<file path="src/rtl/keypad_scan.sv">
// keypad_scan: 4x4 active-low keypad scanner with column drive, debounce and key event pulses.
// Define KEYPAD_REPEAT_EN to add auto-repeat of key_valid while a key stays down.
module keypad_scan #(
  parameter int SCAN_DIV        = 1000,
  parameter int DEBOUNCE_CYCLES = 20000,
  parameter int REPEAT_DELAY    = 50000
) (
  input  logic       clk,
  input  logic       rst,
  input  logic [3:0] row,
  output logic [3:0] col,
  output logic [3:0] key_code,
  output logic       key_valid,
  output logic       key_held
);
  localparam logic [15:0] DIV_LAST = 16'(SCAN_DIV - 1);
  localparam logic [15:0] DEB_LAST = 16'(DEBOUNCE_CYCLES - 1);
`ifdef KEYPAD_REPEAT_EN
  localparam logic [15:0] RPT_LAST = 16'(REPEAT_DELAY - 1);
  logic [15:0] rpt_cnt;
`endif

  typedef enum logic [1:0] {SCAN, DEBOUNCE, PRESSED, RELEASE} state_t;

  state_t      state;
  logic [3:0]  row_m, row_s, pat;
  logic [1:0]  col_idx;
  logic [15:0] div, cnt;

  // Rows are asynchronous; idle level is all-high.
  always_ff @(posedge clk or posedge rst) begin
    if (rst) begin
      row_m <= 4'hF;
      row_s <= 4'hF;
    end else begin
      row_m <= row;
      row_s <= row_m;
    end
  end

  assign col = ~(4'b0001 << col_idx);

  // Several low rows resolve to the lowest-numbered one.
  function automatic logic [1:0] low_row(input logic [3:0] p);
    if (!p[0])      return 2'd0;
    else if (!p[1]) return 2'd1;
    else if (!p[2]) return 2'd2;
    else            return 2'd3;
  endfunction

  always_ff @(posedge clk or posedge rst) begin
    if (rst) begin
      state     <= SCAN;
      col_idx   <= 2'd0;
      div       <= '0;
      cnt       <= '0;
      pat       <= 4'hF;
      key_code  <= 4'h0;
      key_valid <= 1'b0;
      key_held  <= 1'b0;
`ifdef KEYPAD_REPEAT_EN
      rpt_cnt   <= '0;
`endif
    end else begin
      key_valid <= 1'b0;
      case (state)
        SCAN: begin
          if (div == DIV_LAST) begin
            div <= '0;
            if (row_s == 4'hF) begin
              col_idx <= col_idx + 2'd1;
            end else begin
              pat   <= row_s;
              cnt   <= '0;
              state <= DEBOUNCE;
            end
          end else begin
            div <= div + 16'd1;
          end
        end
        DEBOUNCE: begin
          if (row_s != pat) begin
            state <= SCAN;
            div   <= '0;
          end else if (cnt == DEB_LAST) begin
            state     <= PRESSED;
            key_valid <= 1'b1;
            key_held  <= 1'b1;
            key_code  <= {low_row(pat), col_idx};
`ifdef KEYPAD_REPEAT_EN
            rpt_cnt   <= '0;
`endif
          end else begin
            cnt <= cnt + 16'd1;
          end
        end
        PRESSED: begin
          if (row_s == 4'hF) begin
            state <= RELEASE;
            cnt   <= '0;
          end
`ifdef KEYPAD_REPEAT_EN
          // Repeat phase is frozen during release bounce, resumes if the key comes back.
          else if (rpt_cnt == RPT_LAST) begin
            rpt_cnt   <= '0;
            key_valid <= 1'b1;
          end else begin
            rpt_cnt <= rpt_cnt + 16'd1;
          end
`endif
        end
        RELEASE: begin
          if (row_s != 4'hF) begin
            state <= PRESSED;
          end else if (cnt == DEB_LAST) begin
            state    <= SCAN;
            key_held <= 1'b0;
            col_idx  <= col_idx + 2'd1;
            div      <= '0;
`ifdef KEYPAD_REPEAT_EN
            rpt_cnt  <= '0;
`endif
          end else begin
            cnt <= cnt + 16'd1;
          end
        end
        default: state <= SCAN;
      endcase
    end
  end
endmodule

</file>
<file path="config.mk">
export PLATFORM = sky130hd
export DESIGN_NAME = keypad_scan
export DESIGN_NICKNAME = d
export VERILOG_FILES = /design/src/rtl/keypad_scan.sv
export SDC_FILE = /design/constraint.sdc
export NUM_CORES = 1
export LEC_CHECK = 0
export BUFFER_PORTS_ARGS = -buffer_cell sky130_fd_sc_hd__buf_2
export CAP_MARGIN = 25
export CORE_MARGIN = 1
export CORE_UTILIZATION = 50
export DETAILED_ROUTE_END_ITERATION = 6
export PLACE_DENSITY = 0.67
export SLEW_MARGIN = 20
export SYNTH_ARGS = -nofsm -noshare
export SYNTH_HDL_FRONTEND = slang
export SYNTH_SLANG_ARGS = --single-unit
</file>
<file path="constraint.sdc">
create_clock -name clk -period 2.51 [get_ports clk]
set_input_delay 0.3765 -clock clk [delete_from_list [all_inputs] [get_ports clk]]
set_output_delay 0.3765 -clock clk [all_outputs]
set_load 0.01 [all_outputs]
</file>
==> results.md, run 1 <==
* Status: finished clean
* Cell leakage power at 1.378 nW
* Setup Crit Path Kind: reg -> reg
* Slew Viols, Final at 0
* Height of the die at 76.87 um
* Fillcell total at 460
* TritonCTS Buffers at 5
* Fraction of layout cells with a size suffix above 1 at 19.62%
* GPL Wtd Cong at 0.8097
* Final period util at 93.00%
* Worst-skew pair later-pin latency at 0.31 ns
* Starting density of the core at 53.51%
* Hold Crit Endpoint: row_m[3]$_DFF_PP1_
* Nets at 327
* Full die area at 5909 um2
* N_diodes at 0
* Worst-Margin Slew at 0.7757 ns
* Initial antenna violation count at 0
* Syn_nets at 303
* Peak ir drop on the vdd network at 0.3527 mV
* CTS tree: done
* Mapped Cells at 291
* Chip width at 76.87 um
* Fmax at 428.4 MHz
* Worst Hold Depth at 1
* Setup violation total in the final timing report at 0
* CTS root buffer: clkbuf_8
* Startpoint types: register
* Yosys warnings at 0
* Synthesized flop and latch total at 54
* Synth Flop Type: dfrtp_1
* CORE AREA at 5238 um2
* Setup total negative slack at 0 ns
* Number of synthesized flops with an enable pin at 0
* Fin util at 59.63%
* P per Cell Area at 473.5 nW/um2
* Setup Fix Bufs, Post-CTS at 0
* Cells on worst reg2reg path at 5
* Cell Area, Placed at 2997 um2
* Layout Area Growth over Synthesis at 11.43%
* Mapped Area at 2803 um2
* Worst Path Arrival at 2.54 ns
* CP max FO at 5
* Post-detail-place hpwl at 4315 um
* Port Buf Inserts at 15
* Initial DRC count at 183
* Via Count at 2359
* RR Startpoint: cnt[7]$_DFFE_PP0P_
* Final Skew at 0.005650 ns
* Reg2Reg Setup Slack at 0.18 ns
* Final critical-path required period at 2.334 ns
* Hold path start: row[3]
* GR peak layer: met1
* Hold Crit Class: in -> reg
* Syn Area/Cell at 9.631 um2
* H-tree Lvls at 2
* GR Util met2 at 30.45%
* Num rows at 26
* Grt total ovfl at 0
* Boundary Pins at 16
* Routed Antenna Nets at 0
* Met3 usage at 4.762%
* R2R Path End: col_idx[1]$_DFFE_PP0P_
* First-pass GRT wire length at 10390 um
* WL/cell at 15.60 um
* RSZ-0062 raised after global routing: false
* Critical Path End Type: register
* Clk sinks at 54
* Async set-reset flop share out of synthesis at 100.0%
* Vias in the first global route at 2105
* Final hold violations at 0
* Synth cell types at 51
* Max_cap viols at 0
* Resize count post-CTS at 0
* Vias per cell at 6.111
* Drt total wl at 6021 um
* Drt drc at 0
* TritonRoute pass-1 iters at 5
* CTS max path bufs at 2
* Final instance area at 3123 um2
* Clock Pin Slew Worst Setup and Hold Paths at 0.10 ns
* Largest net degree at the start of global routing at 29
* Rel. slew slack at 48.09%
* Data required time of the worst path at 2.71 ns
* Gr usage total at 22.24%
* Post-synthesis sequential area ratio at 48.75%
* GR Layer Usage met1 at 34.36%
metrics by stage:
stage | instances | hold slack, ns | setup WS (ns) | power (mW)
2_1_floorplan | 291 | 0.3452 | 0.4051 | 0.9192
3_3_place_gp | 376 | 0.2633 | 0.2021 | 0.9329
3_5_place_dp | 376 | 0.2663 | 0.1856 | 0.9339
4_1_cts | 385 | 0.1425 | 0.1776 | 1.495
5_1_grt | 386 | 0.1283 | 0.03708 | 1.539
6_report | 386 | 0.1533 | 0.1756 | 1.479
logic make-up (layout without fill, tap and decap cells):
family,after synthesis,after routing,share of synthesized area (%)
flip-flops,54,54,48.75
AND/OR/NAND/NOR,114,114,21.92
XOR/XNOR,5,5,1.562
AO/OA/AOI/OAI,82,82,19.15
buffers and inverters,25,50,3.973
multiplexers,5,5,1.964
adder cells (fa/ha/maj),6,6,2.679
state kept, by name, summed over array words and instances (netlist names):
| register | count |
|---|---|
| div | 16 |
| key_held | 1 |
| state | 2 |
| row_m | 4 |
| pat | 4 |
| cnt | 16 |
| key_valid | 1 |
| row_s | 4 |
| col_idx | 2 |
| key_code | 4 |
how the worst max path moves through the flow:
stage / from / endpoint / slack [ns] / cells past startpoint
2_1_floorplan: cnt[8]$_DFFE_PP0P_ / col_idx[1]$_DFFE_PP0P_ / 0.41 / 5
3_3_place_gp: cnt[7]$_DFFE_PP0P_ / col_idx[1]$_DFFE_PP0P_ / 0.20 / 5
3_5_place_dp: cnt[7]$_DFFE_PP0P_ / col_idx[1]$_DFFE_PP0P_ / 0.19 / 5
4_1_cts: cnt[7]$_DFFE_PP0P_ / col_idx[1]$_DFFE_PP0P_ / 0.18 / 5
5_1_grt: div[0]$_DFFE_PP0P_ / div[11]$_DFFE_PP0P_ / 0.04 / 6
6_report: cnt[7]$_DFFE_PP0P_ / col_idx[1]$_DFFE_PP0P_ / 0.18 / 5
synthesized netlist by cell type, drive strengths merged (4+ instances only):
cell type  count  area (um2)
nand2         40       150.1
and3           6       37.54
mux2           4       45.04
inv           12       45.04
nor4b          4       35.03
nor3           5       30.03
o21ai         19       95.09
a41oi          6       52.55
clkbuf         6       22.52
ha             6       75.07
xnor2          5       43.79
nand3         11       55.05
dfstp         12       315.3
a21oi         12       63.81
a31oi         22       137.6
dfrtp         42        1051
buf            7       43.79
and4           5       43.79
nand4          9       56.30
nor2          16       62.56
power by group:
| part | switching [mW] | internal (mW) |
|---|---|---|
| logic | 0.0215 | 0.00945 |
| registers | 0.00476 | 0.882 |
| clock network | 0.297 | 0.265 |
| total | 0.323 | 1.16 |
critical path, stage by stage, from the launching register on:
cell and delay (ns):
dfrtp_1 0.45, or4b_1 0.62, nor4_4 0.46, a22oi_1 0.15, nor2_1 0.21, mux2_1 0.34
layer usage:
layer	routed length, um	vias to the layer above
met3	441	8
met4	87	0
met5	0	-
li1	-	1130
met2	2495	89
met1	2998	1132
area by class of cell:
| type | instances | area (um2) | share of cell area [%] |
|---|---|---|---|
| clock buffers | 6 | 93.84 | 3.005 |
| inverters | 12 | 45.04 | 1.442 |
| repair buffers | 30 | 187.7 | 6.010 |
| well taps | 70 | 87.58 | 2.804 |
| clock inverters | 2 | 17.52 | 0.5609 |
| flip-flops and latches | 54 | 1366 | 43.75 |
| multi-input cells | 212 | 1325 | 42.43 |
timing repair:
item / 4_1_cts / 5_1_grt
endpoints found under the setup margin: 0 / 0
endpoints found under the hold margin: 5 / 0
hold buffers: 1 / 0
cell usage in the layout (no fill, tap or decap), drive strengths merged, types with 2 or more instances in the layout:
| cell | instances |
|---|---|
| a211o | 3 |
| a211oi | 3 |
| a21o | 2 |
| a21oi | 12 |
| a22o | 3 |
| a31oi | 22 |
| a41oi | 6 |
| and3 | 6 |
| and4 | 5 |
| buf | 28 |
| clkbuf | 7 |
| dfrtp | 42 |
| dfstp | 12 |
| ha | 6 |
| inv | 14 |
| mux2 | 4 |
| nand2 | 40 |
| nand3 | 11 |
| nand3b | 2 |
| nand4 | 9 |
| nor2 | 16 |
| nor3 | 5 |
| nor3b | 2 |
| nor4 | 3 |
| nor4b | 4 |
| o21a | 2 |
| o21ai | 19 |
| o22ai | 2 |
| o31ai | 2 |
| or2 | 3 |
| or3 | 3 |
| or4 | 3 |
| xnor2 | 5 |
(Power assumes the default switching activity.)
==> run 2, diff against run 1 <==
Settings changed: ABC_AREA from default to 1, CTS_BUF_LIST from default to sky130_fd_sc_hd__clkbuf_8 sky130_fd_sc_hd__clkbuf_16, REMOVE_ABC_BUFFERS from default to 1.
==> run 2 against run 1 <==
  * Utilization decreased by 3.5 points
  * Clock skew increased by 0.0014 ns
  * Area after synthesis increased by 22%
  * Worst hold slack got worse by 0.024 ns
  * Global-route usage decreased by 1.7 points
  * Via count increased by 18%
  * Setup slack improved by 0.46 ns
  * Final cell count increased by 42%
  * Sequential power about the same
  * Sequential share of layout area decreased by 6.2 points
  * Critical path type unchanged
  * Largest cell class is now multi-input gates
  * Largest power group unchanged
==> results.md, run 2 <==
* Drt total wl at 6749 um
* Port Buf Inserts at 15
* Biggest area consumer among synthesized cells: dfrtp_1
* CTS root buffer: clkbuf_8
* Num rows at 29
* RSZ-0062 raised after global routing: false
* TritonCTS Buffers at 5
* Slew Viols, Final at 0
* Final setup margin at 0.6318 ns
* Biggest regs: cnt (16), div (16)
* Synth Flop Type: dfrtp_1
* Routed Antenna Nets at 0
* CTS tree: done
* Commonest non-fill, non-tap cell in the layout: nand2_1
* Nets at 483
* Data required time of the worst path at 2.76 ns
* Syn Area/Cell at 7.518 um2
* Gr usage total at 20.54%
* Initial DRC count at 145
* Worst slack at placement at 0.6214 ns
* Final Skew at 0.007020 ns
* Power Total at 1.457 mW
* Final critical-path required period at 1.878 ns
* Synth cell types at 34
* Largest net degree at the start of global routing at 29
* Startpoint types: register
* Vias per cell at 5.051
* Clk sinks at 54
* Post-detail-place hpwl at 4932 um
* CORE AREA at 6495 um2
* Fraction of layout cells with a size suffix above 1 at 17.58%
* Resize count post-CTS at 0
* Async set-reset flop share out of synthesis at 100.0%
* Setup total negative slack at 0 ns
* Final period util at 74.83%
* CP cell instances: inv_2 > nor2_2 > nand3_4 > a21oi_2 > o21ai_0 > nand2_1
* WL/cell at 12.29 um
* Cell Area, Placed at 3541 um2
* First-pass GRT wire length at 11880 um
* Height of the die at 84.81 um
* Hold_buf cts at 0
* Starting density of the core at 52.78%
* Clock Pin Slew Worst Setup and Hold Paths at 0.10 ns
* Synth cell count leaders: nand2_1 (143), inv_1 (51), nor2_1 (50)
* Hold Crit Class: in -> async
* Setup Crit Path Kind: reg -> reg
* N_diodes at 0
* Worst stage delay on the critical path at 0.51 ns
* Layout Area Growth over Synthesis at 6.241%
* Fillcell total at 623
* Fmax at 532.4 MHz
* Boundary Pins at 16
* Crit-path slowest cell: dfrtp_1
* Max_cap viols at 0
* CP max FO at 18
* P per Cell Area at 400.1 nW/um2
* Full die area at 7192 um2
* Mapped Cells at 456
* Yosys warnings at 0
* Setup violation total in the final timing report at 0
* Grt total ovfl at 0
* TritonRoute pass-1 iters at 6
* Number of synthesized flops with an enable pin at 0
* Synthesized flop and latch total at 54
* Drt drc at 0
* Via Count at 2773
* CP Buf/Inv Count at 1
* Non-Filler Instances at 549
* Peak ir drop on the vdd network at 0.2800 mV
* H-tree Lvls at 2
* CTS max path bufs at 2
* GPL Wtd Cong at 0.8965
* Final hold violations at 0
* Count leader, synth: nand2_1
* Placed cells at 541
* Vias in the first global route at 2582
* Cell leakage power at 1.756 nW
* Worst-Margin Slew at 0.6616 ns
* Post-synthesis sequential area ratio at 39.85%
* Setup Fix Bufs, Post-CTS at 0
* Worst-skew pair later-pin latency at 0.30 ns
* Initial antenna violation count at 0
* Most frequent cells in the layout: nand2_1 (143), inv_1 (52), nor2_1 (50)
* Rel. slew slack at 55.89%
* Dominant cells by area after synthesis: dfrtp_1 (31%), nand2_1 (16%), dfstp_2 (9.2%), inv_1 (5.6%), nor2_1 (5.5%)
* Critical Path End Type: register
* Final instance area at 3642 um2
* Chip width at 84.81 um
* Crit path max-delay family: compound AO/OA/AOI/OAI gates
* Worst Path Arrival at 2.13 ns
* Synth top area share at 30.66%
* Status: finished clean
* Mapped Area at 3428 um2
## run 2: layout make-up
class / count / area (um2) / area share [%]
multi-input cells: 334 / 1758 / 48.27
flip-flops and latches: 54 / 1366 / 37.51
inverters: 60 / 225.2 / 6.183
well taps: 77 / 96.34 / 2.645
repair buffers: 16 / 95.09 / 2.611
clock buffers: 6 / 93.84 / 2.576
clock inverters: 2 / 7.507 / 0.2061
## run 2: where the power goes
group	total (mW)	switching, mW	internal (mW)
combinational	0.0405	0.0298	0.0108
clock	0.532	0.280	0.251
sequential	0.885	0.00347	0.882
total	1.46	0.314	1.14
## run 2: path summary, 6_finish.rpt
kind	startpoint	to	slack, ns	depth (start not counted)
worst max register to register	state[0]$_DFFE_PP0P_	cnt[12]$_DFFE_PP0P_	0.63	6
worst min register to register	row_m[0]$_DFF_PP1_	row_s[0]$_DFF_PP1_	0.36	0
min in group clk	row[1]	row_m[1]$_DFF_PP1_	0.16	1
worst max-delay path	state[0]$_DFFE_PP0P_	cnt[12]$_DFFE_PP0P_	0.63	6
max in group asynchronous	rst	cnt[4]$_DFFE_PP0P_	1.84	3
worst min-delay path	rst	key_code[2]$_DFFE_PP0P_	0.13	2
## run 2: kinds of logic after synthesis
| logic type | Yosys count | share of synthesized area (%) |
|---|---|---|
| simple gates | 270 | 36.20 |
| buf+inv | 68 | 8.868 |
| xor+xnor | 13 | 3.321 |
| fa+ha+maj | 6 | 2.190 |
| flops | 54 | 39.85 |
| compound gates | 45 | 9.562 |
## run 2: through the flow
stage / utilization, % / hold slack [ns]
2_1_floorplan: - / 0.3452
3_5_place_dp: 54.52 / 0.3468
5_1_grt: 56.08 / 0.1490
6_report: 56.08 / 0.1296
3_3_place_gp: 54.52 / 0.3470
4_1_cts: 56.08 / 0.1401
## run 2: per-layer routing
metal | vias to the layer above | part of all wire [%] | global-route usage (%)
met3 | 11 | 1.9 | 2.852
li1 | 1466 | - | -
met4 | 0 | 1.4 | 6.317
met1 | 1263 | 50 | 28.67
met2 | 33 | 47 | 33.26
met5 | - | 0 | 0
